File: src/rtl/seg_scan_mux_if.sv
// Load handshake bundle for seg_scan_mux: packed hex value plus valid/ready.
// The producer uses the master modport; the scan driver uses slave.
interface seg_scan_mux_if #(
  parameter int unsigned NUM_DIGITS = 4
) ();

  logic [4*NUM_DIGITS-1:0] value_in;
  logic                    load_valid;
  logic                    load_ready;

  modport master (
    output value_in,
    output load_valid,
    input  load_ready
  );

  modport slave (
    input  value_in,
    input  load_valid,
    output load_ready
  );

endinterface

File: src/rtl/seg_scan_mux.sv
// Time-multiplexed scan driver for an N-digit seven-segment display with frame-synchronous
// value updates. Optional feature macro: SEG_LEADING_ZERO_BLANK_EN (suppress leading zeros).
`ifndef CLK_FREQ
`define CLK_FREQ 50_000_000
`endif

module seg_scan_mux #(
  parameter int unsigned NUM_DIGITS   = 4,
  parameter int unsigned CLK_FREQ_HZ  = `CLK_FREQ,
  parameter int unsigned REFRESH_HZ   = 1000,
  parameter int unsigned BLANK_CYCLES = 16
) (
  input  logic                  clk,
  input  logic                  rst_n,
  seg_scan_mux_if.slave         load,
  output logic [3:0]            hex,
  output logic [NUM_DIGITS-1:0] dig_en,
  output logic                  frame_start
);

  localparam int unsigned DIV   = CLK_FREQ_HZ / REFRESH_HZ;
  localparam int unsigned CNT_W = (DIV > 1) ? $clog2(DIV) : 1;
  localparam int unsigned IDX_W = (NUM_DIGITS > 1) ? $clog2(NUM_DIGITS) : 1;
  localparam int unsigned VAL_W = 4 * NUM_DIGITS;

  localparam logic [CNT_W-1:0] CNT_MAX   = CNT_W'(DIV - 1);
  localparam logic [CNT_W-1:0] CNT_BLANK = CNT_W'(BLANK_CYCLES);
  localparam logic [IDX_W-1:0] IDX_MAX   = IDX_W'(NUM_DIGITS - 1);

  typedef enum logic [0:0] {
    StBlank,
    StShow
  } state_e;

  // With no blanking cycles the slot is all SHOW, including straight out of reset.
  localparam state_e ST_RESET = (BLANK_CYCLES == 0) ? StShow : StBlank;

  logic [CNT_W-1:0]      cnt_q, cnt_d;
  logic [IDX_W-1:0]      idx_q, idx_d;
  state_e                state_q, state_d;
  logic [VAL_W-1:0]      display_q, display_d;
  logic [VAL_W-1:0]      pending_q, pending_d;
  logic                  pend_full_q, pend_full_d;
  logic [3:0]            hex_q, hex_d;
  logic [NUM_DIGITS-1:0] dig_en_q, dig_en_d;
  logic                  frame_start_q, frame_start_d;

  logic                  wrap;
  logic                  boundary;
  logic                  xfer;
  logic [NUM_DIGITS-1:0] show_mask;
  logic [NUM_DIGITS-1:0] onehot;

  assign wrap     = (cnt_q == CNT_MAX);
  assign boundary = wrap && (idx_q == IDX_MAX);
  assign xfer     = load.load_valid && !pend_full_q;

  // Slot counter and digit index.
  always_comb begin
    cnt_d = cnt_q + CNT_W'(1);
    idx_d = idx_q;
    if (wrap) begin
      cnt_d = '0;
      idx_d = (idx_q == IDX_MAX) ? '0 : idx_q + IDX_W'(1);
    end
  end

  // Per-slot phase: blank first, then show until the counter wraps.
  always_comb begin
    state_d = state_q;
    unique case (state_q)
      StBlank: if (cnt_d >= CNT_BLANK) state_d = StShow;
      StShow:  if (wrap && (BLANK_CYCLES != 0)) state_d = StBlank;
      default: state_d = ST_RESET;
    endcase
  end

  // Pending/display double buffer. A transfer needs pending empty, so it can never collide
  // with a boundary that drains pending in the same cycle.
  always_comb begin
    display_d   = display_q;
    pending_d   = pending_q;
    pend_full_d = pend_full_q;
    if (boundary && pend_full_q) begin
      display_d   = pending_q;
      pend_full_d = 1'b0;
    end
    if (xfer) begin
      pending_d   = load.value_in;
      pend_full_d = 1'b1;
    end
  end

`ifdef SEG_LEADING_ZERO_BLANK_EN
  // Digit k>0 is suppressed when it and every more significant nibble are zero.
  always_comb begin
    show_mask    = '0;
    show_mask[0] = 1'b1;
    for (int k = 1; k < NUM_DIGITS; k++) begin
      show_mask[k] = |(display_d >> (4 * k));
    end
  end
`else
  assign show_mask = '1;
`endif

  // Outputs are registered from next-state so they line up with the slot they describe.
  always_comb begin
    onehot        = NUM_DIGITS'(1) << idx_d;
    hex_d         = display_d[{idx_d, 2'b00} +: 4];
    dig_en_d      = (state_d == StShow) ? (onehot & show_mask) : '0;
    frame_start_d = boundary;
  end

  always_ff @(posedge clk) begin
    if (!rst_n) begin
      cnt_q         <= '0;
      idx_q         <= '0;
      state_q       <= ST_RESET;
      display_q     <= '0;
      pending_q     <= '0;
      pend_full_q   <= 1'b0;
      hex_q         <= '0;
      dig_en_q      <= '0;
      frame_start_q <= 1'b0;
    end else begin
      cnt_q         <= cnt_d;
      idx_q         <= idx_d;
      state_q       <= state_d;
      display_q     <= display_d;
      pending_q     <= pending_d;
      pend_full_q   <= pend_full_d;
      hex_q         <= hex_d;
      dig_en_q      <= dig_en_d;
      frame_start_q <= frame_start_d;
    end
  end

  assign load.load_ready = ~pend_full_q;
  assign hex             = hex_q;
  assign dig_en          = dig_en_q;
  assign frame_start     = frame_start_q;

  a_dig_en_onehot0: assert property (@(posedge clk) disable iff (!rst_n) $onehot0(dig_en));
  a_frame_on_digit0: assert property (@(posedge clk) disable iff (!rst_n)
                                      frame_start |-> (dig_en[NUM_DIGITS-1:1] == '0));

endmodule

File: src/flat_wrapper.sv
// flat-port wrapper written by rule: the top's interface ports become plain ports
module seg_scan_mux_flat 
#(
  parameter int unsigned NUM_DIGITS   = 4,
  parameter int unsigned CLK_FREQ_HZ  = `CLK_FREQ,
  parameter int unsigned REFRESH_HZ   = 1000,
  parameter int unsigned BLANK_CYCLES = 16
)
  (clk, rst_n, hex, dig_en, frame_start, load_value_in, load_load_valid, load_load_ready);
  seg_scan_mux_if #(.NUM_DIGITS(NUM_DIGITS)) load_i ();
  input  logic clk;
  input  logic rst_n;
  output logic [3:0] hex;
  output logic [NUM_DIGITS-1:0] dig_en;
  output logic frame_start;
  input wire logic [$bits(load_i.value_in)-1:0] load_value_in;
  input wire logic [$bits(load_i.load_valid)-1:0] load_load_valid;
  output wire logic [$bits(load_i.load_ready)-1:0] load_load_ready;
  assign load_i.value_in = load_value_in;
  assign load_i.load_valid = load_load_valid;
  assign load_load_ready = load_i.load_ready;
  seg_scan_mux #(.NUM_DIGITS(NUM_DIGITS), .CLK_FREQ_HZ(CLK_FREQ_HZ), .REFRESH_HZ(REFRESH_HZ), .BLANK_CYCLES(BLANK_CYCLES)) u_core (.clk(clk), .rst_n(rst_n), .load(load_i), .hex(hex), .dig_en(dig_en), .frame_start(frame_start));
endmodule
File: config.mk
export PLATFORM = sky130hd
export DESIGN_NAME = seg_scan_mux_flat
export DESIGN_NICKNAME = d
export VERILOG_FILES = /design/src/rtl/seg_scan_mux_if.sv /design/src/rtl/seg_scan_mux.sv /design/src/flat_wrapper.sv
export SDC_FILE = /design/constraint.sdc
export NUM_CORES = 1
export LEC_CHECK = 0
export BUFFER_PORTS_ARGS = -buffer_cell sky130_fd_sc_hd__buf_4
export CAP_MARGIN = 20
export CORE_MARGIN = 1.5
export CORE_UTILIZATION = 60
export CTS_BUF_LIST = sky130_fd_sc_hd__clkbuf_8
export DETAILED_ROUTE_END_ITERATION = 12
export PLACE_DENSITY = 0.8
export SETUP_SLACK_MARGIN = 0.5
export SKIP_CTS_REPAIR_TIMING = 1
export SYNTH_ARGS = -nofsm -noshare
export SYNTH_HDL_FRONTEND = slang
export SYNTH_SLANG_ARGS = --single-unit
File: constraint.sdc
create_clock -name clk -period 2.3 [get_ports clk]
set_input_delay 0.345 -clock clk [delete_from_list [all_inputs] [get_ports clk]]
set_output_delay 0.345 -clock clk [all_outputs]
set_load 0.1 [all_outputs]
Word-level counts from Yosys, hierarchy flattened
Cells that the tools add are included. W data, S select, Z words.

Register bits after elaboration: 61. Input port bits: 19. Word-level logic and storage cells: 33.

Add/subtract/negate cells: 2. Order comparisons: 1. Eq/ne operators: 2. Shifts and indexed selects: 2. Muxes and demuxes: 9. Bitwise logic cells: 2. Reductions and logical operators: 6.

Operators with widths (count): $mux W16 (2); $add A16 B1 Y16 const B (1); $eq A16 B16 Y1 const B (1); $ge A16 B5 Y1 const B (1); $shiftx A16 B5 Y4 (1); $mux W1 (4); $mux W2 (2); $shl A1 B2 Y4 const A (1); $logic_and A1 B1 Y1 (3); $add A2 B1 Y2 const B (1); $eq A2 B2 Y1 const B (1); $not A1 Y1 (2); $pmux W1 S2 (1); $reduce_and A2 Y1 (1); $reduce_bool A2 Y1 (1); $logic_not A1 Y1 (1).

Longest topological paths before layout
Word-level depth: 6. Depth in mapped cells: 9. Gate-level depth less buffers: 7.

Worst setup path after synthesis
No wires, ideal clock.

Path type: register to register. From: reg u_core.cnt_q[0]. To: reg u_core.hex_q[3], in the netlist u_core.hex[3]. Library setup time: 127 ps. Arrival: 1962 ps. Setup slack: 211 ps. Cell stages (with the launch flop): 10. Clock period less this slack: 2089 ps. Cell sequence: dfxtp_1 > ha_1 > and3_1 > buf_2 > nand4_4 > mux2i_1 > buf_2 > mux2i_1 > nor2_1 > or3_1.

Longest elaborated chain between the ends: 5. Elaborated cells between the ends (all ways): 6. Those cells by class: eq/ne (1); shift (1); mux (2); reduce/logical (2).

RTL lines: start: declaration (RTL line seg_scan_mux.sv:38) `logic [CNT_W-1:0] cnt_q, cnt_d;`; start signal: assignment (RTL line seg_scan_mux.sv:127) `cnt_q <= cnt_d;`; $eq A16 B16 Y1 * (RTL line seg_scan_mux.sv:54) `assign wrap = (cnt_q == CNT_MAX);`; $logic_and A1 B1 Y1 (RTL line seg_scan_mux.sv:55) `assign boundary = wrap && (idx_q == IDX_MAX);`; $logic_and A1 B1 Y1 (RTL line seg_scan_mux.sv:84) `if (boundary && pend_full_q) begin`; $mux W16 (RTL line seg_scan_mux.sv:84); $shiftx A16 B5 Y4 * (RTL line seg_scan_mux.sv:110) `hex_d = display_d[{idx_d, 2'b00} +: 4];`; end signal: assignment (RTL line seg_scan_mux.sv:123) `hex_q <= '0;`; end signal: assignment (RTL line seg_scan_mux.sv:133) `hex_q <= hex_d;`; end: declaration (RTL line seg_scan_mux.sv:44) `logic [3:0] hex_q, hex_d;`.

Mark *: on every way between the ends. The rest lies on a longest branch, timed or not. A chain may end at the register's enable or synchronous reset.

Final worst setup path
From: reg u_core.cnt_q[14]. To: reg u_core.hex_q[0], in the netlist u_core.hex[0].

Same word-level chain as after synthesis.

==> results.yml <==
synth:
  ys_top_cells_by_area: "sky130_fd_sc_hd__dfxtp_1, sky130_fd_sc_hd__nand2_1, sky130_fd_sc_hd__a21boi_0"
  synth_top_family_by_area: "simple AND/OR/NAND/NOR gates"
  postSynthAreaPerCell_um2: 8.694
  synth_top_flop_cell: "sky130_fd_sc_hd__dfxtp_1"
  asyncSetResetFlopFracSynth: 0
  synth.ff_latch_count: 61
  xor_xnor_portion_of_the_synthesized_cell_area: 0.05507
  yosys.area_share.simple: 0.2749
  number_of_enable_flip_flop_cells_after_synthesis: 0
  yosys_warnings: 0
  synth_cells: 311
  synth_sequential_area_ratio: 0.4516
  synthAdderAreaFrac: 0.009255
  synth_nets: 332
  synth.lib_cells_used.distinct: 43
  synth.top_cells.by_count: "sky130_fd_sc_hd__nand2_1, sky130_fd_sc_hd__dfxtp_1, sky130_fd_sc_hd__a21boi_0"
  yosys.cell_count.top_type: "sky130_fd_sc_hd__nand2_1"
  synthesis.area_mm2: 0.002704
  synth_top_area_frac: 0.4516
  post_synthesis_mux_area_share: 0.03286
  synth_compound_gate_area_share: 0.1365
  cell_type_with_the_largest_total_area_after_synthesis: "sky130_fd_sc_hd__dfxtp_1"
critical_path:
  timing.critical_path.from: "u_core.cnt_q[14]"
  worstRegToRegCells: 7
  worstReg2RegStart: "u_core.cnt_q[14]"
  cp-start-kind: "flop"
  crit-reg2reg-capture: "u_core.hex[0]"
  timing.critical_path.fanout_max: 8
  worstPathCellList: "and4b_1 -> nand4_4 -> mux2i_1 -> buf_4 -> mux2i_1 -> nor2_1 -> or3_1"
  critPathKind: "flop to flop"
  endpoint_type_of_the_worst_setup_path: "flop"
  cell_seen_most_often_among_critical_path_stages: "sky130_fd_sc_hd__mux2i_1"
  cp_slowest_stage_delay_ns: 0.45
  required_time_of_the_critical_path_ns: 2.53
  timing.reg2reg.setup_slack_ns: 0.26
  crit_slowest_cell: "sky130_fd_sc_hd__dfxtp_1"
  cp.arrival_ns: 2.27
min_path:
  holdPathEnd: "u_core.pend_full_q"
  holdCritStartpoint: "load_load_valid"
  hold_path_class: "primary input to flop"
  min_path_cells: 2
power:
  power.static_leakage_nw: 1.287
  vdd_drop_max_v: 0.0004378
  power_w: 0.002146
  power.density_cell_area_mw_per_mm2: 656.4
timing:
  final_critical_path_setup_slack_ns: 0.2573
  timing.final.hold_violations: 0
  fin_skew_ns: 0.01115
  worst_relative_slew_slack: 0.6656
  setup_total_negative_slack_ns: 0
  share_of_the_clock_period_used_by_the_worst_path: 0.8881
  maxClockFrequency_mhz: 489.6
  transition_time_of_the_tightest_slew_check_pin_ns: 0.5005
  final_period_minus_worst_setup_slack_ns: 2.043
  rsz0062_at_grt: "yes"
  final-max-slew-violation-count: 0
  final_setup_violation_count: 0
drt:
  dr_total_vias: 2235
  detailedRoute.firstPassIterationCount: 4
  drc_errors: 0
  totalWireLength_mm: 5.518
  avgViaCountPerCell: 5.532
  drt_first_iter_violations: 172
  drt-wirelength-per-cell_um: 13.66
  route.antenna.remaining_nets: 0
cells_and_area:
  num-fill-cells: 285
  finish.net_count: 368
  antenna-diode-count: 0
  layout-drive-gt1-share: 0.2301
  syn2layout_area_growth_pct: 20.92
  final_util: 0.7509
floorplan:
  initial_core_utilization: 0.6210
  chipHeight_um: 70.13
  die-area_mm2: 0.004918
  io_pins: 29
  core_area_mm2: 0.004354
  dieWidth_um: 70.13
  site_row_count: 24
placement:
  numPortBuffers: 28
  dp_worst_slack_ns: 0.2266
  place_hpwl_mm: 3.652
  finalWeightedCongestion: 0.9083
clock_network:
  clock_transition_time_at_the_flip_flop_clock_pins_of_the_worst_setup_and_hold_paths_ns: 0.07
  cts_sinks: 61
  clk_latency_ns: 0.34
  cts_root_buffer: "sky130_fd_sc_hd__clkbuf_8"
  cts_inserted_buffers: 9
  cts_tree: "built"
  cts-root-to-sink-buffers: 2
  htree_levels: 3
run_status:
  run_status: "completed"
grt:
  antenna_found_initial: 0
  grt_first_pass_wirelength_mm: 8.838
  grt_pass1_vias: 1906
  grt_start_max_net_pins: 46
  grt_util_all_layers: 0.2269
  globalRouteOverflowTotal: 0
job:
  max-cap-violations: 0
==> area by class of cell <==
| class | instances | area [µm²] | area share |
|---|---|---|---|
| multi-input combinational | 230 | 1429 | 0.4370 |
| clock inverter | 7 | 73.82 | 0.02258 |
| inverter | 1 | 3.754 | 0.001148 |
| timing repair buffer | 44 | 337.8 | 0.1033 |
| clock buffer | 9 | 123.9 | 0.03789 |
| tap | 52 | 65.06 | 0.01990 |
| sequential | 61 | 1236 | 0.3781 |
==> state kept, by name (all words and copies together) (netlist names) <==
| signal | count |
|---|---|
| u_core.dig_en | 4 |
| u_core.cnt_q | 16 |
| u_core.display_q | 16 |
| u_core.pending_q | 16 |
| u_core.frame_start | 1 |
| u_core.idx_q | 2 |
| u_core.pend_full_q | 1 |
| u_core.state_q | 1 |
| u_core.hex | 4 |
==> cells by family (layout without fill, tap and decap cells) <==
| family | count (synthesis) | in the layout |
|---|---|---|
| xor+xnor | 17 | 17 |
| compound gates | 50 | 50 |
| buf+inv | 20 | 61 |
| flops | 61 | 61 |
| fa+ha+maj | 2 | 2 |
| simple gates | 153 | 153 |
| mux | 8 | 8 |
==> worst max-delay path by stage <==
stage | end | slack [ns] | cells past startpoint
3_5_place_dp | u_core.hex[1] | 0.23 | 8
3_3_place_gp | u_core.hex[1] | 0.29 | 7
4_1_cts | u_core.hex[1] | 0.22 | 8
5_1_grt | u_core.hex[0] | 0.16 | 8
2_1_floorplan | u_core.hex[2] | 0.34 | 9
6_report | u_core.hex[0] | 0.26 | 7
==> layout by cell type, fill, tap and decap left out, types with 2 or more instances in the layout <==
master                        n
sky130_fd_sc_hd__o211ai_1     2
sky130_fd_sc_hd__a21oi_1      4
sky130_fd_sc_hd__nor2_1      26
sky130_fd_sc_hd__buf_6        2
sky130_fd_sc_hd__nand3_1      4
sky130_fd_sc_hd__dfxtp_4      3
sky130_fd_sc_hd__xnor2_1     10
sky130_fd_sc_hd__and3_1       5
sky130_fd_sc_hd__and2_1       7
sky130_fd_sc_hd__buf_4       42
sky130_fd_sc_hd__clkbuf_8     9
sky130_fd_sc_hd__clkinvlp_4   2
sky130_fd_sc_hd__dfxtp_2      3
sky130_fd_sc_hd__nand4_1      3
sky130_fd_sc_hd__nor3_1       4
sky130_fd_sc_hd__or3_1        4
sky130_fd_sc_hd__nor2b_1      2
sky130_fd_sc_hd__xor2_1       6
sky130_fd_sc_hd__and4_1       4
sky130_fd_sc_hd__dfxtp_1     55
sky130_fd_sc_hd__nand2_1     81
sky130_fd_sc_hd__o22ai_1      3
sky130_fd_sc_hd__a21boi_0    33
sky130_fd_sc_hd__mux2i_1      6
==> worst max-delay path, delay by kind of cell, from the launching register on <==
family	cells	cell delay, ns
mux	2	0.46
buf+inv	1	0.19
simple gates	4	0.82
flops	1	0.45
==> layer usage <==
metal / wire, µm / track usage
met5: 0 / 0
met4: 108 / 0.1197
met3: 256 / 0.04473
met2: 2342 / 0.3058
met1: 2810 / 0.3395
==> power by group <==
group	total [W]	internal [W]	leakage (nW)	switching, W
combinational	0.000103	0.0000498	0.693	0.0000530
sequential	0.00110	0.00108	0.498	0.0000202
clock	0.000946	0.000503	0.0962	0.000443
total	0.00215	0.00163	1.29	0.000516
==> stage by stage <==
| stage | area (µm²) | hold slack (ns) | std cells |
|---|---|---|---|
| after CTS | 3148 | 0.2340 | 395 |
| after detailed placement | 2950 | 0.4523 | 379 |
| after global placement | 2950 | 0.4443 | 379 |
| after floorplan | 2735 | 0.4347 | 311 |
| final | 3269 | 0.2430 | 404 |
| after global routing | 3269 | 0.2448 | 404 |
No activity file was read; power rests on OpenSTA's default activity.
